===== config.mk =====
export PLATFORM = sky130hd
export DESIGN_NAME = seed_collector
export DESIGN_NICKNAME = d
export VERILOG_FILES = /design/src/rtl/seed_collector.sv
export SDC_FILE = /design/constraint.sdc
export NUM_CORES = 1
export LEC_CHECK = 0
export CAP_MARGIN = 20
export CORE_MARGIN = 5
export CORE_UTILIZATION = 40
export CTS_BUF_LIST = sky130_fd_sc_hd__clkbuf_8
export CTS_CLUSTER_DIAMETER = 80
export DETAILED_ROUTE_END_ITERATION = 16
export GPL_TIMING_DRIVEN = 0
export PLACE_DENSITY_LB_ADDON = 0.12
export SLEW_MARGIN = 30
export SYNTH_ARGS = -nofsm -noshare
export SYNTH_HDL_FRONTEND = slang
export SYNTH_SLANG_ARGS = --single-unit

===== constraint.sdc =====
create_clock -name clk -period 4.45 [get_ports clk]
set_input_delay 1.335 -clock clk [delete_from_list [all_inputs] [get_ports clk]]
set_output_delay 1.335 -clock clk [all_outputs]
set_load 0.02 [all_outputs]

===== src/rtl/seed_collector.sv =====
// Collects in_len entropy bytes LSB-first into linear_out, guarded by a repetition-count health test.
// seed_valid rises in_len+1 cycles after start when in_valid is held high; in_ready is high only while collecting.
module seed_collector #(
    parameter int in_len     = 32,
    parameter int RCT_CUTOFF = 4
) (
    input  logic                clk,
    input  logic                rst_n,
    input  logic                start,
    input  logic [7:0]          in_data,
    input  logic                in_valid,
    output logic                in_ready,
    output logic [in_len*8-1:0] linear_out,
    output logic                seed_valid,
    output logic                busy,
    output logic                rct_fail
);

    localparam int CW = $clog2(in_len + 1);

    typedef enum logic [1:0] {IDLE, COLLECT, DONE, FAIL} state_t;

    state_t         state;
    logic [CW-1:0]  byte_cnt;
    logic [7:0]     rep_cnt;
    logic [7:0]     last_byte;
    logic [7:0]     rep_next;
    logic           xfer;

    assign xfer = in_valid && in_ready;

    // The first byte of a seed never compares against a byte from a previous seed.
    always_comb begin
        rep_next = 8'd1;
        if (byte_cnt != '0 && in_data == last_byte)
            rep_next = rep_cnt + 8'd1;
    end

    always_ff @(posedge clk or negedge rst_n) begin
        if (!rst_n) begin
            state      <= IDLE;
            linear_out <= '0;
            byte_cnt   <= '0;
            rep_cnt    <= '0;
            last_byte  <= '0;
            in_ready   <= 1'b0;
            seed_valid <= 1'b0;
            busy       <= 1'b0;
            rct_fail   <= 1'b0;
        end else begin
            case (state)
                IDLE, DONE, FAIL: begin
                    if (start) begin
                        state      <= COLLECT;
                        linear_out <= '0;
                        byte_cnt   <= '0;
                        rep_cnt    <= '0;
                        seed_valid <= 1'b0;
                        rct_fail   <= 1'b0;
                        in_ready   <= 1'b1;
                        busy       <= 1'b1;
                    end
                end
                COLLECT: begin
                    if (xfer) begin
                        last_byte <= in_data;
                        rep_cnt   <= rep_next;
                        // A trip on the final byte must win over completion.
                        if (rep_next == 8'(RCT_CUTOFF)) begin
                            state      <= FAIL;
                            rct_fail   <= 1'b1;
                            linear_out <= '0;
                            in_ready   <= 1'b0;
                            busy       <= 1'b0;
                        end else begin
                            linear_out[8*byte_cnt +: 8] <= in_data;
                            byte_cnt <= byte_cnt + 1'b1;
                            if (byte_cnt == CW'(in_len - 1)) begin
                                state      <= DONE;
                                seed_valid <= 1'b1;
                                in_ready   <= 1'b0;
                                busy       <= 1'b0;
                            end
                        end
                    end
                end
                default: state <= IDLE;
            endcase
        end
    end

endmodule

==> results of run 1 <==
-- registers in the layout, summed over array words and instances, names as in the netlist --
name	flops
last_byte	8
linear_out	256
seed_valid	1
byte_cnt	6
rep_cnt	8
rct_fail	1
state	2
busy	1
-- metrics by stage --
step | worst slack, ns | utilization [%] | cell area [µm²] | hold slack, ns | power, mW
after floorplan | 1.17 | - | 11900 | 0.466 | 5.57
after global placement | -10.39 | 51.1 | 15100 | 0.471 | 7.35
after detailed placement | -0.316 | 51.5 | 15200 | 0.473 | 7.38
after CTS | 0.287 | 54.7 | 16100 | 0.492 | 9.72
after global routing | 0.0770 | 54.7 | 16100 | 0.506 | 10.2
final | 0.178 | 54.7 | 16100 | 0.491 | 9.68
-- cells by family after synthesis --
family | count (synthesis) | share of synthesized area [%]
AOI/OAI and AO/OA | 322 | 22.2
and+or+nand+nor | 311 | 13.7
DFF | 283 | 59.5
buffers and inverters | 78 | 2.92
xor gates and xnor gates | 17 | 1.25
adders and majority gates | 4 | 0.421
-- report_power, final --
| part | internal, mW | switching (mW) | total [mW] |
|---|---|---|---|
| Clock | 1.23 | 1.07 | 2.31 |
| Sequential | 3.11 | 0.356 | 3.46 |
| Combinational | 1.53 | 2.37 | 3.91 |
-- synthesized netlist by cell type (all sizes together), types with 2 or more instances --
cell type,count,area [µm²]
o21ai,34,170
xor2,14,123
nor3,16,105
buf,38,196
o2bb2ai,61,534
or4,4,30.0
nand2b,5,31.3
and3,8,50.1
nor3b,3,22.5
o31ai,42,315
a21oi,9,52.6
nor4b,2,32.5
o211ai,4,30.0
ha,4,50.1
xnor2,3,26.3
a31o,2,17.5
nor2b,4,25.0
dfrtp,283,7080
a22o,123,1080
a32o,17,170
nand2,98,368
a211oi,3,27.5
nand3,66,330
nor2,47,181
inv,9,33.8
or3,5,31.3
and2,23,144
o311ai,2,25.0
a21o,2,15.0
nand4,10,68.8
or2,6,37.5
nor4,9,129
a2bb2o,2,20.0
clkbuf,31,118
a31oi,13,93.8
-- cell type report --
class                   count  area (µm²)  area share (%)
well taps                 390         488            3.03
repair buffers            271        2770            17.2
flip-flops and latches    283        7080            43.9
plain buffers              69         315            1.95
multi-input cells         654        4490            27.8
clock buffers              54         743            4.61
inverters                   9        33.8           0.209
clock inverters            34         208            1.29
-- path summary, 6_finish.rpt --
path,startpoint,to,slack (ns)
hold reg to reg,linear_out[14],linear_out[14],0.49
hold / removal,linear_out[14],linear_out[14],0.49
setup / recovery,in_data[5],linear_out[117],0.18
setup reg to reg,byte_cnt[4],linear_out[117],0.70
min in group asynchronous,rst_n,byte_cnt[4],0.70
max in group asynchronous,rst_n,linear_out[246],2.61
-- layer usage --
| metal | vias to the layer above | share of wire, % | global-route usage, % |
|---|---|---|---|
| met4 | 0 | 2.9 | 7.45 |
| met1 | 5054 | 43 | 33.6 |
| met5 | - | 0 | 0 |
| met3 | 82 | 8.9 | 7.43 |
| li1 | 4500 | - | - |
| met2 | 391 | 45 | 38.2 |
==> summary.md, run 1 <==
| Metric | Value |
|---|---|
| Run status | finished, final reports clean |
| Average cell area after synthesis | 11.7 µm² |
| Share of layout cells above drive strength 1 | 9.90% |
| Number of design rule violations left after detail routing | 0 |
| Number of hold buffers added after CTS | 0 |
| Count of standard-cell rows | 63 |
| Overall overflow remaining after global route | 0 |
| Most common flop cell mapped by yosys | dfrtp_1 |
| Final number of hold-violating endpoints | 0 |
| Most used cells in the layout excluding fill and tap cells | dfrtp_1, clkdlybuf4s50_1, a22o_1 |
| Setup repair after global routing missed its margin | no |
| Hold Path Depth | 1 |
| Cell chosen for the clock root | clkbuf_8 |
| Die Area | 0.0333 mm² |
| Headroom to the max-slew limit | 27.3% |
| Filler Cell Count | 2,625 |
| Antenna viol nets, final | 0 |
| Initial antenna violation count | 0 |
| Die Ht | 182 µm |
| Maximum number of pins on one net before global-route repair | 79 |
| Flops & latches, synth | 283 |
| Yosys synthesis warning count | 0 |
| DRT iter0 DRCs | 913 |
| Required time at the worst-slack endpoint | 4.89 ns |
| Critical path endpoint category | register |
| Number of vias per cell | 5.68 |
| Number of distinct library cells after synthesis | 63 |
| TritonCTS clock tree | built |
| Post-synth EDFFs | 0 |
| Number of global-route vias before repair | 10.2k |
| Cells along the critical path | clkdlybuf4s50_1 -> xor2_1 -> nor4_2 -> nand4_2 -> o41ai_4 -> buf_4 -> a31oi_1 -> a22o_1 |
| Depth of the worst register-to-register path | 9 |
| Layout net count | 1,352 |
| Number of pins exceeding their max-slew limit in the final report | 0 |
| Final setup violation count | 0 |
| Aggregate negative setup slack | 0 ns |
| Post-synthesis instance area | 0.0119 mm² |
| Clk Latency, worst-skew pair | 0.58 ns |
| Router iterations before antenna repair | 5 |
| Initial cell density of the core | 40.4% |
| Global Route Usage Sum | 24.7% |
| Width of the chip | 182 µm |
| Cell Count Post-Placement | 1,676 |
| HP Class | reg -> reg |
| Post_cts resized | 0 |
| Half-perimeter wire length of the detailed placement result | 29,800 µm |
| First-pass GRT wire length | 63,900 µm |
| Sum of buffers and inverters on the critical path | 2 |
| Clock slew at reported path FFs | 0.06 ns |
| Synth-to-Final Area Change | 35.6% |
| Worst-path fanout max | 10 |
| Cts bufs inserted | 48 |
| Synthesized net count | 1,031 |
| Total stage count of the critical path | 8 |
| Maximum clock path buffer count | 3 |
| Setup bufs post-CTS | 0 |
| Number of sinks on the clock net | 283 |
| Share of async-settable or async-resettable flops after synthesis | 100% |
| Number of H-tree levels | 2 |
| Post-layout minimum cycle time | 4.27 ns |
| Number of cells in the finished layout apart from fillers | 1,764 |
| Power density normalized to cell area | 600 mW/mm² |
| GPL Wtd Cong | 0.931 |
| Worst path slowest cell | clkdlybuf4s50_1 |
| Vias | 10.0k |
| Post-Route Skew | 0.0235 ns |
| Gate count after technology mapping | 1,015 |
| Count of pins on the block boundary | 272 |
| Post-synthesis sequential area ratio | 59.5% |
| Leakage Power | 7.05 nW |
| Most frequent standard cell in the layout excluding fill and tap cells | dfrtp_1 |
| Startpoint types | input port |
| Top achievable clock speed | 234 MHz |
| Final clock period utilization by the worst path | 96.0% |
| Max capacitance violation total | 0 |
| Area of the placeable core | 0.0295 mm² |
| Largest incremental delay on the critical path | 0.83 ns |
| Final WL | 41,900 µm |
| Routed WL per cell | 23.8 µm |
| Actual transition at the worst max-transition pin | 1.09 ns |
| Cell type group with the largest total delay on the critical path | compound AO/OA/AOI/OAI gates |
| Port Buf Inserts | 267 |
| Worst vdd rail ir drop | 0.277 mV |
| Path type of the worst setup path | in -> reg |
| Signal arrival time at the worst endpoint | 4.71 ns |
| Number of antenna cells inserted | 0 |
Power figures use the tool's default switching activity.
==> run 2: changes to the inputs <==
--- a/config.mk
+++ b/config.mk
@@ -13,6 +13,7 @@
 export DETAILED_ROUTE_END_ITERATION = 16
 export GPL_TIMING_DRIVEN = 0
 export PLACE_DENSITY_LB_ADDON = 0.12
+export REMOVE_ABC_BUFFERS = 1
 export SLEW_MARGIN = 30
 export SYNTH_ARGS = -nofsm -noshare
 export SYNTH_HDL_FRONTEND = slang
==> run 2 against run 1 <==
Fmax decreased by 3.1%; clock power increased by 3%; design area decreased by 0.74%; critical endpoint is now linear_out[18]; power increased by 0.25%.
==> summary.md, run 2 (synthesized netlist as in run 1, its figures left out) <==
| Metric | Value |
|---|---|
| Run status | finished, final reports clean |
| Port Buf Inserts | 271 (+1.5%) |
| Actual transition at the worst max-transition pin | 1.04 ns (-0.0478 ns) |
| End point of the worst hold path | linear_out[42] |
| Routed WL per cell | 23.7 µm (-0.32%) |
| Antenna viol nets, final | 0 (unchanged) |
| Clock slew at reported path FFs | 0.06 ns (about the same) |
| Layout net count | 1,293 (-4.4%) |
| Count of pins on the block boundary | 272 (unchanged) |
| Post-Route Skew | 0.0191 ns (-0.00441 ns) |
| Half-perimeter wire length of the detailed placement result | 27,500 µm (-7.7%) |
| Register area | 0.00708 mm² (unchanged) |
| Maximum number of pins on one net before global-route repair | 86 (+8.9%) |
| Final setup violation count | 0 (unchanged) |
| Width of the chip | 182 µm (unchanged) |
| Initial cell density of the core | 40.4% (unchanged) |
| Number of antenna cells inserted | 0 (unchanged) |
| Count of standard-cell rows | 63 (unchanged) |
| GPL Wtd Cong | 0.896 (-3.8%) |
| Final number of hold-violating endpoints | 0 (unchanged) |
| Maximum clock path buffer count | 3 (unchanged) |
| Synth-to-Final Area Change | 34.6% |
| Power density normalized to cell area | 606 mW/mm² (+1.0%) |
| Final WL | 40,400 µm (-3.7%) |
| Leakage Power | 6.94 nW (-1.6%) |
| Fin area | 0.0160 mm² (-0.74%) |
| Overall overflow remaining after global route | 0 (unchanged) |
| Number of H-tree levels | 2 (unchanged) |
| Critical R2R Capture | linear_out[18] |
| Path type of the worst setup path | in -> reg |
| Global Route Usage Sum | 23.6% (-1.0 points) |
| Critical path endpoint category | register |
| Cells along the critical path | clkdlybuf4s50_1 -> xor2_1 -> a211oi_2 -> nand4_2 -> or3_2 -> nand2_1 -> o31ai_1 |
| Area occupied by multi-input gates | 0.00454 mm² (+1.2%) |
| Vias | 9,770 (-2.6%) |
| Headroom to the max-slew limit | 30.4% (+3.1 points) |
| Die Area | 0.0333 mm² (unchanged) |
| Worst path slowest cell | or3_2 |
| Worst-path fanout max | 30 (+20) |
| Clk Latency, worst-skew pair | 0.56 ns (-0.02 ns) |
| Hold Path Depth | 1 (unchanged) |
| TritonCTS clock tree | built |
| Depth of the worst register-to-register path | 7 (-2) |
| Top achievable clock speed | 227 MHz (-3.1%) |
| Core Util, Final | 54.3% (-0.40 points) |
| Required time at the worst-slack endpoint | 4.85 ns (-0.04 ns) |
| Area of the placeable core | 0.0295 mm² (unchanged) |
| Number of vias per cell | 5.73 (+0.81%) |
| Post-layout minimum cycle time | 4.41 ns (+0.139 ns) |
| HP Class | reg -> reg |
| Final Power | 9.70 mW (+0.25%) |
| Signal arrival time at the worst endpoint | 4.81 ns (+0.10 ns) |
| Startpoint of the most critical register-to-register path | byte_cnt[0] |
| Top reg by flops | linear_out |
| Share of layout cells above drive strength 1 | 9.81% (-0.088 points) |
| Number of sinks on the clock net | 283 (unchanged) |
| Largest incremental delay on the critical path | 0.85 ns (+0.02 ns) |
| Router iterations before antenna repair | 5 (unchanged) |
| Initial antenna violation count | 0 (unchanged) |
| Critical path launch point | in_data[7] |
| Filler Cell Count | 2,594 (-1.2%) |
| Most used cells in the layout excluding fill and tap cells | dfrtp_1, clkdlybuf4s50_1, a22o_1 |
| Setup repair after global routing missed its margin | yes |
| Number of hold buffers added after CTS | 0 (unchanged) |
| Origin of the worst min-delay path | linear_out[42] |
| Max capacitance violation total | 0 (unchanged) |
| Number of global-route vias before repair | 9,952 (-2.7%) |
| Final clock period utilization by the worst path | 99.1% (+3.1 points) |
| Number of design rule violations left after detail routing | 0 (unchanged) |
| Largest registers | linear_out x256, last_byte x8, rep_cnt x8 |
| Max reg flops | 256 (unchanged) |
| Worst vdd rail ir drop | 0.254 mV (-8.2%) |
| Setup slack of the worst register-to-register path | 0.78 ns (+0.08 ns) |
| First-pass GRT wire length | 61,800 µm (-3.3%) |
| Cell chosen for the clock root | clkbuf_8 |
| Number of pins exceeding their max-slew limit in the final report | 0 (unchanged) |
| Startpoint types | input port |
| Die Ht | 182 µm (unchanged) |
| Cts bufs inserted | 48 (unchanged) |
| Placement-stage cell area | 0.0150 mm² (-1.3%) |
| DRT iter0 DRCs | 798 (-13%) |
| Most frequent standard cell in the layout excluding fill and tap cells | dfrtp_1 |
## run 2: timing repair
item / in CTS / in global routing
gates resized for setup: 0 / 0
setup buffers: 0 / 0
endpoints found under the setup margin: 0 / 18
hold endpoints to repair: 0 / 0
## run 2: worst max path at each step
stage          slack [ns]               to
2_1_floorplan        0.01  linear_out[105]
3_3_place_gp       -10.41  linear_out[163]
3_5_place_dp        -0.49   linear_out[18]
4_1_cts               0.1   linear_out[18]
5_1_grt             -0.09  linear_out[188]
6_report             0.04   linear_out[18]
## run 2: through the flow
stage                     hold WS (ns)  cells  TNS (ns)  setup slack, ns
after global routing             0.503   1705    -0.947          -0.0899
after floorplan                  0.466    946         0           0.0120
after global placement           0.471   1607  -3372.77           -10.41
after CTS                        0.490   1705         0           0.0959
final                            0.488   1705         0           0.0397
after detailed placement         0.473   1617    -48.70           -0.490
## run 2: report_power, final
group / leakage [nW] / total (mW) / switching (mW) / internal, mW
Clock: 0.568 / 2.38 / 1.07 / 1.31
Sequential: 3.91 / 3.51 / 0.401 / 3.11
Combinational: 2.46 / 3.81 / 2.31 / 1.50
Total: 6.94 / 9.70 / 3.78 / 5.92
## run 2: layout make-up
type                    count  share of cell area [%]
flip-flops and latches    283                    44.2
multi-input cells         654                    28.4
repair buffers            281                    17.9
clock buffers              62                    5.33
well taps                 390                    3.05
clock inverters            26                   0.899
inverters                   9                   0.211
## run 2: per-layer routing
| metal | vias up | global-route usage [%] | wire, µm |
|---|---|---|---|
| met5 | - | 0 | 0 |
| met4 | 0 | 6.48 | 954 |
| met3 | 64 | 7.73 | 3580 |
| met2 | 413 | 35.9 | 18200 |
| met1 | 4919 | 32.8 | 17700 |
| li1 | 4374 | - | - |
## run 2: worst max-delay path, delay by kind of cell
kind / cells / cell delay [ns]
simple gates: 3 / 1.85
buf+inv: 1 / 0.79
compound gates: 2 / 0.50
xor+xnor: 1 / 0.31
==> run 3: changes to the inputs <==
--- a/config.mk
+++ b/config.mk
@@ -6,7 +6,6 @@
 export NUM_CORES = 1
 export LEC_CHECK = 0
 export CAP_MARGIN = 20
-export CORE_MARGIN = 5
 export CORE_UTILIZATION = 40
 export CTS_BUF_LIST = sky130_fd_sc_hd__clkbuf_8
 export CTS_CLUSTER_DIAMETER = 80
==> run 3 against run 2 <==
Fmax up 0.84%; power down 1.4%; global-route usage up 2.2 points; clock-buffer cell count down 2; worst setup slack better by 0.037 ns; core utilization up 0.56 points; register-to-register slack about the same; clock skew up 0.019 ns; first-iteration DRC count up 3.8%; critical endpoint is now linear_out[20]; largest power group unchanged.
==> summary.md, run 3 (synthesized netlist as in run 1, its figures left out) <==
| Metric | Value |
|---|---|
| Global Route Usage Sum | 25.8% (+2.2 points) |
| Top reg by flops | linear_out |
| GPL Wtd Cong | 0.870 (-2.8%) |
| Number of pins exceeding their max-slew limit in the final report | 0 (unchanged) |
| Number of H-tree levels | 2 (unchanged) |
| TritonCTS clock tree | built |
| Worst-path fanout max | 30 (unchanged) |
| Share of layout cells above drive strength 1 | 8.99% (-0.82 points) |
| Die Area | 0.0304 mm² (-8.6%) |
| Number of global-route vias before repair | 9,800 (-1.5%) |
| Path type of the worst setup path | in -> reg |
| DRT iter0 DRCs | 828 (+3.8%) |
| Max capacitance violation total | 0 (unchanged) |
| First-pass GRT wire length | 60,300 µm (-2.5%) |
| Count of pins on the block boundary | 272 (unchanged) |
| Setup bufs post-CTS | 0 (unchanged) |
| Cell chosen for the clock root | clkbuf_8 |
| Actual transition at the worst max-transition pin | 1.02 ns (-0.0156 ns) |
| Area of the placeable core | 0.0290 mm² (-1.6%) |
| Number of hold buffers added after CTS | 0 (unchanged) |
| Switching portion of total power | 39.2% (+0.20 points) |
| Maximum clock path buffer count | 3 (unchanged) |
| HP Class | reg -> reg |
| Initial antenna violation count | 0 (unchanged) |
| Most frequent standard cell in the layout excluding fill and tap cells | dfrtp_1 |
| Maximum number of pins on one net before global-route repair | 85 (-1.2%) |
| Largest registers | linear_out x256, last_byte x8, rep_cnt x8 |
| M1 GR Usage | 37.0% (+4.2 points) |
| Post-layout minimum cycle time | 4.37 ns (-0.0367 ns) |
| Number of design rule violations left after detail routing | 0 (unchanged) |
| Part of the total power dissipated in sequential elements | 36.8% (+0.6 points) |
| Synth-to-Final Area Change | 33.8% |
| Port Buf Inserts | 271 (unchanged) |
| Most used cells in the layout excluding fill and tap cells | dfrtp_1, clkdlybuf4s50_1, a22o_1 |
| Clk Latency, worst-skew pair | 0.57 ns (about the same) |
| Vias | 9,797 (+0.28%) |
| Final WL | 38,900 µm (-3.6%) |
| Total internal power | 5.82 mW (-1.7%) |
| Startpoint types | input port |
| Cts bufs inserted | 47 (-2.1%) |
| Share of power burned in combinational logic | 39.4% (about the same) |
| Final number of hold-violating endpoints | 0 (unchanged) |
| Post-Route Skew | 0.0386 ns (+0.0194 ns) |
| Width of the chip | 174 µm (-4.4%) |
| Proportion of power drawn by the clock network | 23.7% (-0.9 points) |
| Router iterations before antenna repair | 5 (unchanged) |
| Number of vias per cell | 5.78 (+0.81%) |
| Worst vdd rail ir drop | 0.286 mV (+12%) |
| Leakage Power | 6.93 nW (-0.13%) |
| Initial cell density of the core | 41.0% (+0.65 points) |
| Clock slew at reported path FFs | 0.06 ns (about the same) |
| Required time at the worst-slack endpoint | 4.85 ns (about the same) |
| Final setup violation count | 0 (unchanged) |
| Die Ht | 174 µm (-4.4%) |
| Max reg flops | 256 (unchanged) |
| GR Layer Usage met3 | 7.39% (-0.34 points) |
| Number of sinks on the clock net | 283 (unchanged) |
| Headroom to the max-slew limit | 31.5% (+1.0 points) |
| Top achievable clock speed | 229 MHz (+0.84%) |
| Final clock period utilization by the worst path | 98.3% (-0.82 points) |
| Met2 Resource Use GR | 37.5% (+1.5 points) |
| Number of cells in the finished layout apart from fillers | 1,696 (-0.53%) |
| Cell Count Post-Placement | 1,609 (-0.49%) |
| Layout net count | 1,291 (-0.15%) |
| Core Util, Final | 54.9% (+0.56 points) |
| NetSw | 3.75 mW (-0.87%) |
| Antenna viol nets, final | 0 (unchanged) |
| Run status | finished, final reports clean |
| Most crowded layer after global routing | met2 |
| Count of standard-cell rows | 62 (-1.6%) |
| Number of antenna cells inserted | 0 (unchanged) |
| Critical path endpoint category | register |
| Routed WL per cell | 23.0 µm (-3.1%) |
| Post_cts resized | 0 (unchanged) |
| Half-perimeter wire length of the detailed placement result | 26,400 µm (-4.0%) |
| Setup repair after global routing missed its margin | no |
| Signal arrival time at the worst endpoint | 4.77 ns (-0.04 ns) |
| Filler Cell Count | 2,519 (-2.9%) |
| Overall overflow remaining after global route | 0 (unchanged) |
| Power density normalized to cell area | 601 mW/mm² (-0.82%) |
## run 3: critical path: stages
cell             delay (ns)
clkdlybuf4s50_1        0.78
xor2_1                 0.30
a211oi_2               0.31
nand4_2                0.29
or3_2                  0.88
nand2_1                0.67
o31ai_1                0.18
## run 3: cell type report
type	instances	area, µm²	area share [%]
clock buffers	60	826	5.19
multi-input cells	654	4540	28.5
well taps	384	480	3.02
clock inverters	26	109	0.684
inverters	9	33.8	0.212
flip-flops and latches	283	7080	44.5
repair buffers	280	2850	17.9
## run 3: worst paths after layout
check	startpoint	end	slack (ns)	cells after the start
setup / recovery	in_data[7]	linear_out[20]	0.08	7
hold / removal	linear_out[55]	linear_out[55]	0.49	1
setup reg to reg	byte_cnt[0]	linear_out[20]	0.78	7
hold reg to reg	linear_out[55]	linear_out[55]	0.49	1
max in group asynchronous	rst_n	linear_out[67]	3.01	2
min in group asynchronous	rst_n	linear_out[97]	0.66	1
## run 3: layer usage
layer / wire, µm / share of wire (%)
met1: 17500 / 45
met2: 16900 / 44
met3: 3490 / 9.0
met4: 1020 / 2.6
met5: 0 / 0
## run 3: per-stage QoR
| stage | total power, mW | setup slack, ns | instance area [µm²] | hold WS [ns] | TNS, ns |
|---|---|---|---|---|---|
| floorplan | 5.48 | 0.0120 | 11600 | 0.466 | 0 |
| global placement | 7.22 | -10.29 | 14800 | 0.470 | -3307.67 |
| detailed placement | 7.28 | -0.462 | 14900 | 0.475 | -54.99 |
| CTS | 9.56 | 0.137 | 15900 | 0.490 | 0 |
| global route | 10.0 | 0.0285 | 15900 | 0.498 | 0 |
| finish | 9.57 | 0.0764 | 15900 | 0.485 | 0 |
## run 3: power groups by stage
stage / clock, mW / sequential (mW) / combinational, mW
floorplan: 0 / 4.09 / 1.39
global placement: 0 / 3.56 / 3.66
detailed placement: 0 / 3.55 / 3.74
CTS: 2.29 / 3.52 / 3.74
global route: 2.41 / 3.59 / 4.03
finish: 2.27 / 3.53 / 3.77
